==> config.mk <==
export PLATFORM = sky130hd
export DESIGN_NAME = apb4_req_bridge
export DESIGN_NICKNAME = d
export VERILOG_FILES = /design/src/rtl/apb4_req_bridge.sv
export SDC_FILE = /design/constraint.sdc
export NUM_CORES = 1
export LEC_CHECK = 0
export BUFFER_PORTS_ARGS = -buffer_cell sky130_fd_sc_hd__buf_2
export CAP_MARGIN = 10
export CORE_ASPECT_RATIO = 0.8
export CORE_MARGIN = 5
export CORE_UTILIZATION = 46
export CTS_CLUSTER_DIAMETER = 40
export DETAILED_ROUTE_END_ITERATION = 16
export GPL_ROUTABILITY_DRIVEN = 0
export PLACE_DENSITY = 0.89
export SYNTH_ARGS = -nofsm -noshare
export SYNTH_HDL_FRONTEND = slang
export SYNTH_SLANG_ARGS = --single-unit
==> constraint.sdc <==
create_clock -name hclk -period 1.8 [get_ports hclk]
set_input_delay 0.36 -clock hclk [delete_from_list [all_inputs] [get_ports hclk]]
set_output_delay 0.36 -clock hclk [all_outputs]
set_load 0.05 [all_outputs]
==> src/rtl/apb4_req_bridge.sv <==
// rtl/apb4_req_bridge.sv - single-outstanding valid/ready request port to APB4 master bridge
// Optional ACCESS timeout: define APB4_REQ_BRIDGE_TIMEOUT_EN.
module apb4_req_bridge #(
  parameter int ADDR_WIDTH  = 32,
  parameter int DATA_WIDTH  = 32,
  parameter int TIMEOUT_CYC = 256
) (
  input  logic                      hclk,
  input  logic                      hresetn,
  input  logic                      req_valid,
  output logic                      req_ready,
  input  logic                      req_write,
  input  logic [ADDR_WIDTH-1:0]     req_addr,
  input  logic [DATA_WIDTH-1:0]     req_wdata,
  input  logic [DATA_WIDTH/8-1:0]   req_wstrb,
  input  logic [2:0]                req_prot,
  output logic                      rsp_valid,
  input  logic                      rsp_ready,
  output logic [DATA_WIDTH-1:0]     rsp_rdata,
  output logic                      rsp_err,
  output logic [ADDR_WIDTH-1:0]     paddr,
  output logic [2:0]                pprot,
  output logic                      psel,
  output logic                      penable,
  output logic                      pwrite,
  output logic [DATA_WIDTH-1:0]     pwdata,
  output logic [DATA_WIDTH/8-1:0]   pstrb,
  input  logic [DATA_WIDTH-1:0]     prdata,
  input  logic                      pready,
  input  logic                      pslerr
);

  typedef enum logic [1:0] {IDLE, SETUP, ACCESS, RESP} state_t;

  state_t state;

  // Bus width and timeout bound are only meaningful for 32-bit data and TIMEOUT_CYC >= 2;
  // other settings elaborate an empty marker block so they stand out in the hierarchy.
  if (DATA_WIDTH != 32 || TIMEOUT_CYC < 2) begin : g_unsupported_params
  end

`ifdef APB4_REQ_BRIDGE_TIMEOUT_EN
  // Counter only ever needs to reach TIMEOUT_CYC-1.
  localparam int CNT_W = (TIMEOUT_CYC > 2) ? $clog2(TIMEOUT_CYC) : 1;
  localparam logic [CNT_W-1:0] CNT_LAST = CNT_W'(TIMEOUT_CYC - 1);

  logic [CNT_W-1:0] acc_cnt;
  logic             timed_out;

  assign timed_out = (acc_cnt == CNT_LAST);
`endif

  // Acceptance depends on state alone, never on req_valid.
  assign req_ready = (state == IDLE);

  // Transfer sequencer: IDLE -> SETUP -> ACCESS (until pready) -> RESP (until rsp_ready).
  always_ff @(posedge hclk or negedge hresetn) begin
    if (!hresetn) begin
      state     <= IDLE;
      psel      <= 1'b0;
      penable   <= 1'b0;
      pwrite    <= 1'b0;
      paddr     <= '0;
      pwdata    <= '0;
      pstrb     <= '0;
      pprot     <= '0;
      rsp_valid <= 1'b0;
      rsp_rdata <= '0;
      rsp_err   <= 1'b0;
`ifdef APB4_REQ_BRIDGE_TIMEOUT_EN
      acc_cnt   <= '0;
`endif
    end else begin
      case (state)
        IDLE: begin
          if (req_valid) begin
            paddr  <= req_addr;
            pwdata <= req_wdata;
            pwrite <= req_write;
            pprot  <= req_prot;
            // Reads carry no strobes on APB4.
            pstrb  <= req_write ? req_wstrb : '0;
            psel   <= 1'b1;
            state  <= SETUP;
`ifdef APB4_REQ_BRIDGE_TIMEOUT_EN
            acc_cnt <= '0;
`endif
          end
        end
        SETUP: begin
          // pready is deliberately not looked at here.
          penable <= 1'b1;
          state   <= ACCESS;
        end
        ACCESS: begin
          if (pready) begin
            psel      <= 1'b0;
            penable   <= 1'b0;
            rsp_valid <= 1'b1;
            rsp_rdata <= pwrite ? '0 : prdata;
            rsp_err   <= pslerr;
            state     <= RESP;
          end
`ifdef APB4_REQ_BRIDGE_TIMEOUT_EN
          else if (timed_out) begin
            psel      <= 1'b0;
            penable   <= 1'b0;
            rsp_valid <= 1'b1;
            rsp_rdata <= '0;
            rsp_err   <= 1'b1;
            state     <= RESP;
          end else begin
            acc_cnt <= acc_cnt + 1'b1;
          end
`endif
        end
        RESP: begin
          if (rsp_ready) begin
            rsp_valid <= 1'b0;
            state     <= IDLE;
          end
        end
        default: state <= IDLE;
      endcase
    end
  end

endmodule

==> flow_summary.toml, run 1 <==
[sta]
setup_tns_ns = 0
worst_pin_slew_ns = 0.582
period_needed_ns = 1.67
rsz0062_at_grt = "false"
drv_slew = 0
period_share = 0.929
finalClockSkew_ns = 0.00424
fmax_mhz = 598
max-slew-margin-rel = 0.612
hold_viol = 0
fin_ws_ns = 0.128
setup_viol = 0

[logic_synthesis]
ys_warn_count = 0
postSynthCellCount = 331
avgSynthCellArea_um2 = 13.2
synth_cell_types = 19
ys_seq_area_frac = 0.630
syn_area_mm2 = 0.00437
syn-num-nets = 447
synth-seq-cells = 110

[placed_design]
pre_cts_ws_ns = 0.0564
io_buffer_count = 218
place_hpwl_um = 7790

[cts]
htreeDepth = 3
cts-root-buf = "clkbuf_16"
clk_pin_slew_ns = 0.07
cts_hold_buffers = 0
clockBufferDepth = 2
clock_latency_ns = 0.33
cts.sinks = 110
tritoncts = "built"
numCtsBuffers = 9

[worst_setup_path]
r2r_slack_ns = 0.14
cpLargestDelayFamily = "flip-flops"
end_kind = "output pin"
path_buf_inv = 2
rr_startpoint = "state[1]$_DFFE_PN0P_"
cp.arrival_ns = 1.31
crit_slowest_cell = "dfrtp_1"
cp_max_fo = 5
path_class = "register to output pin"
critPathLaunchType = "register"
rr_worst_depth = 3
worstPathRequired_ns = 1.44
crit_chain = "inv_1 > ha_1 > buf_4"
cpPeakStageDelay_ns = 0.43
rr_endpoint = "state[1]$_DFFE_PN0P_"

[detailed_routing]
drt_iter0_drc = 217
final_antenna_net_count = 0
drt_first_pass_iters = 5
totalWireLength_um = 10200
vias = 3208
drcViolationCount = 0
routedWlPerCell_um = 15.3
vias_per_cell = 4.80

[cells_and_area]
final_common_cell = "buf_2"
area_delta_synth_final_pct = 35.1
drive_gt1_frac = 0.556
fin_nets = 665
antennaDiodeCount = 0
most-common-layout-cells = "buf_2, dfrtp_1, mux2_2"

[floorplan]
ios = 219
die-area_mm2 = 0.0116
die_w_um = 119
rows = 31
design.core.area_mm2 = 0.00915
initial_core_util = 0.477
die_h_um = 97.1

[job]
drv_cap = 0

[grt]
grt_max_degree = 111
grt_pass1_wl_um = 16900
track_usage = 0.180
antenna_found_initial = 0
grt_overflow = 0
grt_pass1_vias = 3441

[worst_hold_path]
min_path_type = "input pin to asynchronous set/reset pin"

[outcome]
status = "finished clean"
what timing repair did:
action	4_1_cts	5_1_grt
endpoints found under the setup margin	0	18
gates resized for setup	0	3
buffers inserted	0	1
layer usage:
metal / global-route usage / routed length [um] / vias up / share of wire
met5: 0 / 0 / - / 0
met1: 0.212 / 4080 / 1523 / 0.40
met2: 0.318 / 5320 / 127 / 0.52
met4: 0.0499 / 184 / 0 / 0.018
met3: 0.0553 / 664 / 16 / 0.065
li1: - / - / 1542 / -
through the flow:
stage / hold WS, ns / util / area, um^2 / std cells
final: 0.0792 / 0.645 / 5900 / 669
after global routing: 0.142 / 0.645 / 5900 / 669
after CTS: 0.127 / 0.643 / 5890 / 668
after detailed placement: 0.466 / 0.611 / 5600 / 652
after global placement: 0.458 / 0.611 / 5600 / 652
after floorplan: 0.0644 / - / 4370 / 331
synth_stat cells (all sizes together):
cell / n / area, um^2
a222oi: 1 / 10.0
a22o: 1 / 8.76
a22oi: 1 / 7.51
a2bb2oi: 1 / 8.76
buf: 13 / 92.6
clkbuf: 5 / 18.8
dfrtp: 110 / 2750
ha: 6 / 75.1
inv: 5 / 18.8
mux2: 70 / 788
mux2i: 1 / 10.0
nand2: 42 / 158
nand2b: 33 / 206
nor2: 2 / 7.51
o21ai: 39 / 195
o2bb2ai: 1 / 8.76
sequential cells by signal (all words and copies together), names as in the netlist:
signal,count
rsp_rdata,32
pprot,3
state,2
paddr,32
psel,1
rsp_err,1
rsp_valid,1
penable,1
pwdata,32
pwrite,1
pstrb,4
kinds of logic (layout without fill, tap and decap cells):
kind of cell | Yosys count | after routing | synth area share
flops | 110 | 110 | 0.630
fa+ha+maj | 6 | 6 | 0.0172
simple gates | 77 | 77 | 0.0851
compound gates | 44 | 44 | 0.0547
buf+inv | 23 | 246 | 0.0298
mux | 71 | 71 | 0.183
how the worst max path moves through the flow:
stage / start / cells after the start / slack, ns / to
after floorplan: state[0]$_DFFE_PN0P_ / 4 / 0.21 / state[1]$_DFFE_PN0P_
after global placement: state[0]$_DFFE_PN0P_ / 4 / 0.16 / state[1]$_DFFE_PN0P_
after detailed placement: state[0]$_DFFE_PN0P_ / 4 / 0.06 / state[1]$_DFFE_PN0P_
after CTS: state[0]$_DFFE_PN0P_ / 3 / 0.04 / req_ready
after global routing: state[1]$_DFFE_PN0P_ / 3 / 0.01 / req_ready
final: state[1]$_DFFE_PN0P_ / 3 / 0.13 / req_ready
area by class of cell:
type	count	area, um^2
multi-input cells	198	1490
repair buffers	225	1200
clock buffers	11	233
well taps	115	144
inverters	5	18.8
clock inverters	5	60.1
flip-flops and latches	110	2750
fillers	713	3250
worst reg2reg max path, delay by kind of cell (launching register included):
| family | cells | cell delay (ns) |
|---|---|---|
| AO/OA/AOI/OAI | 1 | 0.48 |
| adder cells (fa/ha/maj) | 1 | 0.29 |
| flip-flops | 1 | 0.43 |
| multiplexers | 1 | 0.36 |
Power of run 1 is left out: the tool's default activity adds up to more than one toggle a clock period on the data nets, which glitch-free logic cannot reach.
==> run 2, diff against run 1 <==
==> constraint.sdc (replaced) <==
create_clock -name hclk -period 1.61 [get_ports hclk]
set_input_delay 0.322 -clock hclk [delete_from_list [all_inputs] [get_ports hclk]]
set_output_delay 0.322 -clock hclk [all_outputs]
set_load 0.05 [all_outputs]
==> run 2 against run 1 <==
  * Via count grew 3.7%
  * Global-route usage is 0.53 points higher
  * Clock skew barely moved
  * Worst setup slack worse by 0.11 ns
  * Hold slack better by 0.13 ns
  * Cell count is 1.0% higher
  * Register-to-register slack got worse by 0.12 ns
  * Sequential share of layout area shrank 0.92 points
  * Die area stayed put
  * Critical path type unchanged
  * Highest routed layer unchanged
==> flow_summary.toml, run 2 (synthesized netlist as in run 1, its figures left out) <==
[cells_and_area]
antennaDiodeCount = 0
most-common-layout-cells = "buf_2, dfrtp_1, mux2_2"
final_common_cell = "buf_2"
area_delta_synth_final_pct = 38.0
fill_cells = 710
postLayoutCellArea_mm2 = 0.00602
fin_nets = 672
reg_top3 = "paddr: 32 flops, pwdata: 32 flops, rsp_rdata: 32 flops"
drive_gt1_frac = 0.576

[cts]
htreeDepth = 3
numCtsBuffers = 9
clock_latency_ns = 0.34
cts-root-buf = "clkbuf_16"
tritoncts = "built"
clk_pin_slew_ns = 0.07
clockBufferDepth = 2
cts.sinks = 110

[grt]
antenna_found_initial = 0
grt_pass1_vias = 3543
grt_max_degree = 61
track_usage = 0.185
grt_pass1_wl_um = 17300
grt_overflow = 0

[job]
drv_cap = 0

[sta]
setup_viol = 0
worst_pin_slew_ns = 0.339
rsz0062_at_grt = "true"
max-slew-margin-rel = 0.774
drv_slew = 0
finalClockSkew_ns = 0.00383
period_share = 0.990
hold_viol = 0
period_needed_ns = 1.59
fmax_mhz = 627

[detailed_routing]
routedWlPerCell_um = 15.7
vias_per_cell = 4.92
m1WireLength_um = 4010
drt_first_pass_iters = 4
vias = 3328
final_antenna_net_count = 0
met3_wirelength_um = 837
drt_iter0_drc = 149
totalWireLength_um = 10600
drcViolationCount = 0
route.met2.wl_um = 5550
highest_layer = "met4"

[floorplan]
die-area_mm2 = 0.0116
initial_core_util = 0.477
die_w_um = 119
ios = 219
design.core.area_mm2 = 0.00915
die_h_um = 97.1
rows = 31

[worst_setup_path]
rr_startpoint = "state[0]$_DFFE_PN0P_"
worstPathRequired_ns = 1.29
path_buf_inv = 2
cp.arrival_ns = 1.27
r2r_slack_ns = 0.02
rr_endpoint = "state[1]$_DFFE_PN0P_"
critPathLaunchType = "register"
crit_chain = "inv_2 > ha_2 > buf_8"
cpPeakStageDelay_ns = 0.46
cpLargestDelayFamily = "flip-flops"
end_kind = "output pin"
path_class = "register to output pin"
cp_num_cells = 3
cp_max_fo = 5
crit_slowest_cell = "dfrtp_2"
rr_worst_depth = 5

[placed_design]
postPlaceCellArea_mm2 = 0.00564
place_hpwl_um = 8150
io_buffer_count = 218

[worst_hold_path]
min_path_type = "input pin to register"
min_to = "paddr[28]$_DFFE_PN0P_"
worstHoldPathCells = 2
hp-start = "req_addr[28]"

[outcome]
status = "finished clean"
run 2: cell count changes in the layout (fill, tap and decap cells not counted), moves of 3 or more:
cell,before,now
clkinvlp_4,4,0
ha_1,6,2
buf_4,5,8
clkinv_4,0,3
ha_2,0,3
run 2: worst max-delay path by stage:
stage	startpoint	endpoint	slack, ns
final	state[1]$_DFFE_PN0P_	req_ready	0.02
after global routing	state[1]$_DFFE_PN0P_	state[1]$_DFFE_PN0P_	-0.06
after CTS	state[1]$_DFFE_PN0P_	req_ready	0.009
after detailed placement	state[0]$_DFFE_PN0P_	state[1]$_DFFE_PN0P_	-0.11
after global placement	state[0]$_DFFE_PN0P_	state[1]$_DFFE_PN0P_	0.03
after floorplan	state[0]$_DFFE_PN0P_	state[1]$_DFFE_PN0P_	0.02
run 2: routing by layer:
metal | global-route usage | up-vias
met3 | 0.0646 | 21
met5 | 0 | -
li1 | - | 1559
met4 | 0.0597 | 0
met1 | 0.206 | 1602
met2 | 0.331 | 146
run 2: through the flow:
step / instances / hold WS, ns / util / worst slack, ns / TNS, ns
global route: 676 / 0.194 / 0.658 / -0.0568 / -0.0965
finish: 676 / 0.208 / 0.658 / 0.0163 / 0
CTS: 674 / 0.191 / 0.654 / 0.00904 / 0
floorplan: 331 / 0.0264 / - / 0.0234 / 0
global placement: 655 / 0.332 / 0.616 / 0.0307 / 0
detailed placement: 655 / 0.339 / 0.616 / -0.108 / -0.109
run 2: cell type report:
type	count	area [um^2]	area share
flip-flops and latches	110	2760	0.457
multi-input cells	198	1510	0.251
repair buffers	232	1290	0.213
clock buffers	10	239	0.0397
well taps	115	144	0.0239
clock inverters	6	70.1	0.0116
inverters	5	18.8	0.00312
run 2: repair_timing:
| item | 4_1_cts | 5_1_grt |
|---|---|---|
| pin swaps | 1 | 1 |
| resized for setup | 7 | 5 |
| setup endpoints to repair | 15 | 3 |
| hold buffers | 1 | 0 |
| endpoints found under the hold margin | 58 | 0 |
| buffers inserted | 2 | 2 |
Power of run 2 is left out for the same reason.
